### src/rtl/alu_adder_arbiter.sv
// alu_adder_arbiter: shares one external 32-bit carry-select adder between two
// requesters. Round-robin arbitration, 64-bit ops run as two chained passes
// (low word then high word), and the result plus N/Z/C/V is held on a
// registered response port until the consumer takes it.
//
// Handshake: a transfer happens on a rising edge where valid and ready are both
// high. Requesters hold valid and operands until ready; ready is combinational
// and only asserted inside the accept window (IDLE, or RSP while rsp_ready=1).
// The response side holds rsp_valid and every rsp_* field until rsp_ready.
module alu_adder_arbiter (
    input  logic        clk,
    input  logic        rst_n,
    input  logic        req0_valid,
    output logic        req0_ready,
    input  logic        req0_sub,
    input  logic        req0_wide,
    input  logic [63:0] req0_a,
    input  logic [63:0] req0_b,
    input  logic        req1_valid,
    output logic        req1_ready,
    input  logic        req1_sub,
    input  logic        req1_wide,
    input  logic [63:0] req1_a,
    input  logic [63:0] req1_b,
    output logic [31:0] add_a,
    output logic [31:0] add_b,
    output logic        add_cin,
    input  logic [31:0] add_sum,
    input  logic        add_cout,
    input  logic        add_cprev,
    output logic        rsp_valid,
    input  logic        rsp_ready,
    output logic        rsp_id,
    output logic [63:0] rsp_result,
    output logic        rsp_n,
    output logic        rsp_z,
    output logic        rsp_c,
    output logic        rsp_v
);

    typedef enum logic [1:0] {S_IDLE, S_LO, S_HI, S_RSP} state_t;

    state_t      r_state;
    state_t      w_next;
    logic        r_last_grant;
    logic [63:0] r_a;
    logic [63:0] r_b;
    logic        r_sub;
    logic        r_wide;
    logic        r_id;
    logic [63:0] r_result;
    logic        r_carry;
    logic        r_n;
    logic        r_z;
    logic        r_c;
    logic        r_v;

    logic        w_window;
    logic        w_accept;
    logic        w_grant;
    logic        w_sum_zero;

    // Ready is held low while reset is asserted even though the state reads IDLE.
    assign w_window = rst_n && ((r_state == S_IDLE) || ((r_state == S_RSP) && rsp_ready));
    assign w_accept = w_window && (req0_valid || req1_valid);
    // With both pending, the requester that did not win last time goes next.
    assign w_grant  = (req0_valid && req1_valid) ? ~r_last_grant : req1_valid;

    assign req0_ready = w_accept && !w_grant;
    assign req1_ready = w_accept &&  w_grant;

    assign w_sum_zero = (add_sum == 32'd0);

    assign rsp_valid  = (r_state == S_RSP);
    assign rsp_id     = r_id;
    assign rsp_result = r_result;
    assign rsp_n      = r_n;
    assign rsp_z      = r_z;
    assign rsp_c      = r_c;
    assign rsp_v      = r_v;

    // State register.
    always_ff @(posedge clk or negedge rst_n) begin
        if (!rst_n) r_state <= S_IDLE;
        else        r_state <= w_next;
    end

    // Next-state: accept starts LO, wide ops take an extra HI pass.
    always_comb begin
        w_next = r_state;
        case (r_state)
            S_IDLE:  if (w_accept) w_next = S_LO;
            S_LO:    w_next = r_wide ? S_HI : S_RSP;
            S_HI:    w_next = S_RSP;
            S_RSP:   if (rsp_ready) w_next = w_accept ? S_LO : S_IDLE;
            default: w_next = S_IDLE;
        endcase
    end

    // Adder operand steering; subtraction is A + ~B + 1 with the +1 on carry-in.
    always_comb begin
        add_a   = 32'd0;
        add_b   = 32'd0;
        add_cin = 1'b0;
        case (r_state)
            S_LO: begin
                add_a   = r_a[31:0];
                add_b   = r_sub ? ~r_b[31:0] : r_b[31:0];
                add_cin = r_sub;
            end
            S_HI: begin
                add_a   = r_a[63:32];
                add_b   = r_sub ? ~r_b[63:32] : r_b[63:32];
                add_cin = r_carry;
            end
            default: begin
                add_a   = 32'd0;
                add_b   = 32'd0;
                add_cin = 1'b0;
            end
        endcase
    end

    // Latch the granted request's operands and remember who won.
    always_ff @(posedge clk or negedge rst_n) begin
        if (!rst_n) begin
            r_a          <= 64'd0;
            r_b          <= 64'd0;
            r_sub        <= 1'b0;
            r_wide       <= 1'b0;
            r_id         <= 1'b0;
            r_last_grant <= 1'b1;
        end else if (w_accept) begin
            r_a          <= w_grant ? req1_a    : req0_a;
            r_b          <= w_grant ? req1_b    : req0_b;
            r_sub        <= w_grant ? req1_sub  : req0_sub;
            r_wide       <= w_grant ? req1_wide : req0_wide;
            r_id         <= w_grant;
            r_last_grant <= w_grant;
        end
    end

    // Capture adder passes; flags come from whichever pass is the last one.
    always_ff @(posedge clk or negedge rst_n) begin
        if (!rst_n) begin
            r_result <= 64'd0;
            r_carry  <= 1'b0;
            r_n      <= 1'b0;
            r_z      <= 1'b0;
            r_c      <= 1'b0;
            r_v      <= 1'b0;
        end else if (r_state == S_LO) begin
            r_result <= {32'd0, add_sum};
            r_carry  <= add_cout;
            if (!r_wide) begin
                r_n <= add_sum[31];
                r_z <= w_sum_zero;
                r_c <= add_cout;
                r_v <= add_cout ^ add_cprev;
            end
        end else if (r_state == S_HI) begin
            r_result[63:32] <= add_sum;
            r_n <= add_sum[31];
            r_z <= w_sum_zero && (r_result[31:0] == 32'd0);
            r_c <= add_cout;
            r_v <= add_cout ^ add_cprev;
        end
    end

endmodule

### config.mk
export PLATFORM = sky130hd
export DESIGN_NAME = alu_adder_arbiter
export DESIGN_NICKNAME = d
export VERILOG_FILES = /design/src/rtl/alu_adder_arbiter.sv
export SDC_FILE = /design/constraint.sdc
export NUM_CORES = 1
export LEC_CHECK = 0
export CORE_AREA = 2 2 171 173
export CTS_BUF_LIST = sky130_fd_sc_hd__clkbuf_4 sky130_fd_sc_hd__clkbuf_8
export DETAILED_ROUTE_END_ITERATION = 8
export DIE_AREA = 0 0 173 175
export PLACE_DENSITY = 0.69
export SYNTH_ARGS = -nofsm -noshare
export SYNTH_HDL_FRONTEND = slang
export SYNTH_SLANG_ARGS = --single-unit
### constraint.sdc
create_clock -name clk -period 3.01 [get_ports clk]
set_input_delay 0.602 -clock clk [delete_from_list [all_inputs] [get_ports clk]]
set_output_delay 0.602 -clock clk [all_outputs]
set_load 0.1 [all_outputs]
==> results of run 1 <==
[tightest hold or removal path: cells and delay by family, from the launching register on]
kind	cells	cell delay, ns
buffers and inverters	1	0.05
AOI/OAI and AO/OA	1	0.06
DFF	1	0.34
[path summary, 6_finish.rpt]
| path | end | from | cells after the start | slack (ns) |
|---|---|---|---|---|
| max in group asynchronous | rsp_result[31] | rst_n | 4 | 0.73 |
| worst min-delay path | r_a[16] | r_a[16] | 2 | 0.49 |
| worst max-delay path | add_b[14] | r_state[0] | 6 | 0.12 |
| worst min register to register | r_a[16] | r_a[16] | 2 | 0.49 |
| min in group asynchronous | r_a[17] | rst_n | 2 | 0.51 |
| worst max register to register | rsp_c | r_state[1] | 8 | 0.43 |
[synthesized netlist by cell type]
library cell  number
dfrtp_1          202
inv_1            165
a222oi_1         130
nor2b_1           68
a22oi_1           65
xor2_1            64
clkbuf_1          45
nand2_1           37
o21ai_0           36
mux2_2            35
buf_2             18
nor4_1            18
buf_6             12
buf_4              7
ha_1               5
a21oi_1            4
buf_1              4
nand4_1            3
a21o_1             2
and4b_1            2
nor2_1             2
a22o_1             1
dfstp_2            1
mux2i_1            1
nand2b_1           1
or3b_1             1
xnor2_1            1
[per-layer routing]
| layer | global-route usage [%] | vias up | routed length, um |
|---|---|---|---|
| met4 | 8.23 | 0 | 1110 |
| li1 | - | 4221 | - |
| met2 | 38.9 | 523 | 18000 |
| met3 | 6.57 | 73 | 3300 |
| met1 | 29.6 | 4667 | 15000 |
| met5 | 0 | - | 0 |
[stage by stage]
step,worst slack [ns],instances,cell area [sq um]
3_3_place_gp,0.448,1687,15300
3_5_place_dp,0.438,1687,15300
5_1_grt,0.0155,1762,16200
2_1_floorplan,0.176,930,10100
6_report,0.118,1763,16200
4_1_cts,0.00289,1755,16100
[cell families (layout without fill, tap and decap cells)]
logic type      Yosys count  count (layout)
buf+inv                 251             698
compound gates          238             238
flops                   203             203
simple gates            132             132
xor+xnor                 65              65
mux                      36              36
fa+ha+maj                 5               5
other cells               0               2
[sequential cells by signal, indices dropped and copies added, names as in the netlist]
register and count:
r_a 64, r_b 64, r_carry 1, r_last_grant 1, r_state 2, r_sub 1, r_wide 1, rsp_c 1
rsp_id 1, rsp_n 1, rsp_result 64, rsp_v 1, rsp_z 1
[cell type report]
| type | instances | area share (%) |
|---|---|---|
| well taps | 384 | 2.97 |
| clock buffers | 60 | 4.52 |
| clock inverters | 6 | 0.239 |
| flip-flops and latches | 203 | 31.4 |
| repair buffers | 467 | 32.4 |
| multi-input cells | 476 | 24.6 |
| diodes | 2 | 0.0309 |
| inverters | 165 | 3.82 |
[timing repair]
action,CTS,global route
endpoints found under the hold margin,10,0
buffers inserted,1,5
gates resized for setup,0,2
cloned,0,1
hold buffers,1,0
pin swaps,0,0
setup endpoints to repair,2,36
==> impl_metrics.ini, run 1 <==
[global_routing]
grt_pass1_wl_mm = 56.5
grt_usage_pct = 23.5
antenna_found_initial = 1
grt_pass1_vias = 9641
grt_max_degree = 81
overflow = 0

[sta]
worst_pin_slew_ns = 1.08
finalSetupViolations = 0
period_needed_ns = 2.89
finClkSkew_ns = 0.00943
rsz0062_at_grt = no
fin_setup_tns_ns = 0
hold_violations = 0
timing.hold.ws_ns = 0.486
relSlewSlack_pct = 27.9
final-max-slew-violation-count = 0
post-route-period-util_pct = 96.1
max_freq_mhz = 346

[clock_network]
cts_root_buf = clkbuf_8
h-tree-depth = 2
clk_pin_slew_ns = 0.06
clk_latency_ns = 0.53
cts.sinks = 203
cts_tree = built
cts_buffer_depth = 3
cts_buffers = 38

[die]
fp.coreArea_sq_um = 28400
rows = 62
die-area_sq_um = 30300
fp.dieH_um = 175
start_util_pct = 35.0
die_w_um = 173
pin_count = 436

[cells_and_area]
synthToLayoutAreaGrowth_pct = 62.8
drive_gt1_share_pct = 25.1
final_util_pct = 57.1
n_fill_cell = 2458
layout_commonest_cell = clkdlybuf4s50_1
final_cell_mix = clkdlybuf4s50_1 (297), dfrtp_1 (201), inv_1 (165), a222oi_1 (130), buf_4 (88)
seqCellArea_sq_um = 5080
multiInputGateArea_sq_um = 3990
final_nets = 1655

[place]
hpwl_mm = 25.6
io_buffers = 435
gp_congestion = 0.831

[hold_path]
holdCritPathClass = flip-flop to flip-flop

[critical_path]
slowest_delay_ns = 0.45
startpoint_type = flip-flop
critPathArrivalTime_ns = 2.29
crit_path_frequent_cell = buf_12
required_ns = 2.41
end_kind = primary output
crit_buf_inv = 3
critical_path.slowest_cell = dfrtp_1
critical_path_class = flip-flop to primary output
path_max_fanout = 49
cp_top_family = buffers and inverters
crit_chain = inv_1 -> ha_2 -> buf_12 -> a22oi_1 -> nor2b_2 -> buf_12

[routing]
antenna_left = 0
drc = 0
via_count = 9484
drt_iter0_markers = 1072
firstDrtPassIters = 7
routed_wl_mm = 37.4
routedWlPerCell_um = 21.2
via_per_inst = 5.38

[logic_synthesis]
netlist_instances = 930
synth_top_area_share_pct = 50.8
synth-seq-area-share_pct = 51.1
synth_adder_area_share_pct = 0.629
synth_top_family_by_area = compound AO/OA/AOI/OAI gates
synthSimpleGateAreaFrac_pct = 7.42
ys_types = 27
postSynthAreaPerCell_sq_um = 10.7
synthTopCellsByArea = dfrtp_1 (51%), a222oi_1 (13%), inv_1 (6.2%), xor2_1 (5.6%), a22oi_1 (4.9%)
synth_top_area_cell = dfrtp_1
synth_area_sq_um = 9950
synth-warning-count = 0
muxShareOfSynthArea_pct = 4.06
synth-xor-area-share_pct = 5.72
synth_compound_area_share_pct = 20.2
syn_nets = 1234
ys_ff_latch = 203

[job]
maxCapViolCount = 0

[status]
status = complete, no violations
Power of run 1 is not shown: default switching activity piles up to over one toggle a cycle in this logic, so the estimate is an artifact.
==> run 2, diff against run 1 <==
--- a/config.mk
+++ b/config.mk
@@ -9,6 +9,7 @@
 export CTS_BUF_LIST = sky130_fd_sc_hd__clkbuf_4 sky130_fd_sc_hd__clkbuf_8
 export DETAILED_ROUTE_END_ITERATION = 8
 export DIE_AREA = 0 0 173 175
+export GPL_TIMING_DRIVEN = 0
 export PLACE_DENSITY = 0.69
 export SYNTH_ARGS = -nofsm -noshare
 export SYNTH_HDL_FRONTEND = slang
==> impl_metrics.ini, run 2 (synthesis results as in run 1) <==
[status]
status = complete, no violations

[global_routing]
antenna_found_initial = 5
grt_usage_pct = 26.9
grt_max_degree = 58
grt_pass1_vias = 10300
grt_pass1_wl_mm = 62.7
overflow = 0

[critical_path]
startpoint_type = flip-flop
crit_chain = clkbuf_1 -> clkbuf_4 -> clkbuf_4 -> xor2_1 -> a22oi_1 -> nor2b_2 -> buf_6
required_ns = 2.41
slowest_delay_ns = 0.37
crit_path_frequent_cell = clkbuf_4
critical_path.slowest_cell = dfrtp_1
critPathArrivalTime_ns = 2.31
rrSetupSlack_ns = 0.77
rr_startpoint = r_state[1]
r2r_cells = 7
path_max_fanout = 10
end_kind = primary output
worst_r2r_endpoint = r_sub
critical_path_class = flip-flop to primary output

[die]
die-area_sq_um = 30300
rows = 62
fp.coreArea_sq_um = 28400
start_util_pct = 35.0
fp.dieH_um = 175
die_w_um = 173
pin_count = 436

[clock_network]
clk_pin_slew_ns = 0.06
h-tree-depth = 2
cts.sinks = 203
cts_buffer_depth = 3
cts_root_buf = clkbuf_8
clk_latency_ns = 0.53
cts_tree = built
cts_buffers = 40

[cells_and_area]
n_fill_cell = 2499
stdcell_count = 1827
synthToLayoutAreaGrowth_pct = 62.1
layout_commonest_cell = clkdlybuf4s50_1
seqCellArea_sq_um = 5080
drive_gt1_share_pct = 21.6
final_util_pct = 56.8
final_nets = 1714
multiInputGateArea_sq_um = 3980
final_cell_mix = clkdlybuf4s50_1 (366), dfrtp_1 (202), inv_1 (163), a222oi_1 (130)

[sta]
worst_pin_slew_ns = 1.04
final-max-slew-violation-count = 0
max_freq_mhz = 343
hold_violations = 0
post-route-period-util_pct = 96.9
period_needed_ns = 2.92
finClkSkew_ns = 0.0214
fin_setup_tns_ns = 0
timing.hold.ws_ns = 0.0508
finalSetupViolations = 0
relSlewSlack_pct = 30.5

[place]
hpwl_mm = 30.4
post-place-cells = 1750
io_buffers = 435
gp_congestion = 0.857

[routing]
via_count = 9660
routed_wl_mm = 41.9
antenna_left = 0
routedWlPerCell_um = 22.9
firstDrtPassIters = 9
drt_iter0_markers = 1042
via_per_inst = 5.29
drc = 0

[job]
maxCapViolCount = 0

[hold_path]
holdCritPathClass = input port to asynchronous set/reset pin
[run 2: final cells by class]
| cell class | instances | share of cell area [%] |
|---|---|---|
| Inverter | 165 | 3.84 |
| Multi-Input combinational cell | 476 | 24.7 |
| Antenna cell | 3 | 0.0466 |
| Clock inverter | 10 | 0.520 |
| Tap cell | 384 | 2.98 |
| Timing Repair Buffer | 439 | 27.9 |
| Sequential cell | 203 | 31.5 |
| Buffer | 85 | 3.58 |
| Clock buffer | 62 | 4.98 |
[run 2: critical path: cells and delay by family (launching register included)]
kind	cells	cell delay [ns]
simple gates	1	0.09
xor+xnor	1	0.19
flops	1	0.37
buf+inv	4	0.79
compound gates	1	0.35
[run 2: how the worst max path moves through the flow]
| stage | from | slack (ns) | end | cells after the start |
|---|---|---|---|---|
| after floorplan | r_state[0] | 0.18 | add_a[0] | 6 |
| after detailed placement | rst_n | -1.68 | req1_ready | 7 |
| after CTS | r_state[0] | -0.04 | add_b[15] | 7 |
| after global placement | rst_n | -8.74 | req1_ready | 6 |
| final | r_sub | 0.09 | add_b[12] | 7 |
| after global routing | r_state[1] | -0.0003 | add_a[26] | 5 |
[run 2: timing repair]
action | 4_1_cts | 5_1_grt
setup buffers | 0 | 0
endpoints found under the setup margin | 67 | 61
gates resized for setup | 488 | 27
hold endpoints to repair | 46 | 0
hold buffers | 1 | 0
cloned | 2 | 0
[run 2: metal layers]
metal  vias up  global-route usage, %  part of all wire (%)
met5         -                      0                     0
met4         0                   10.7                   3.5
met3        88                   7.38                   8.9
met2       490                   45.5                    49
met1      4732                   32.7                    39
li1       4350                      -                     -
[run 2: stage by stage]
step,cell area [sq um],worst slack [ns]
finish,16100,0.0939
global route,16100,-0.000304
CTS,16100,-0.0358
detailed placement,15000,-1.68
global placement,15000,-8.74
floorplan,10100,0.176
Power of run 2 is left out for the same reason.
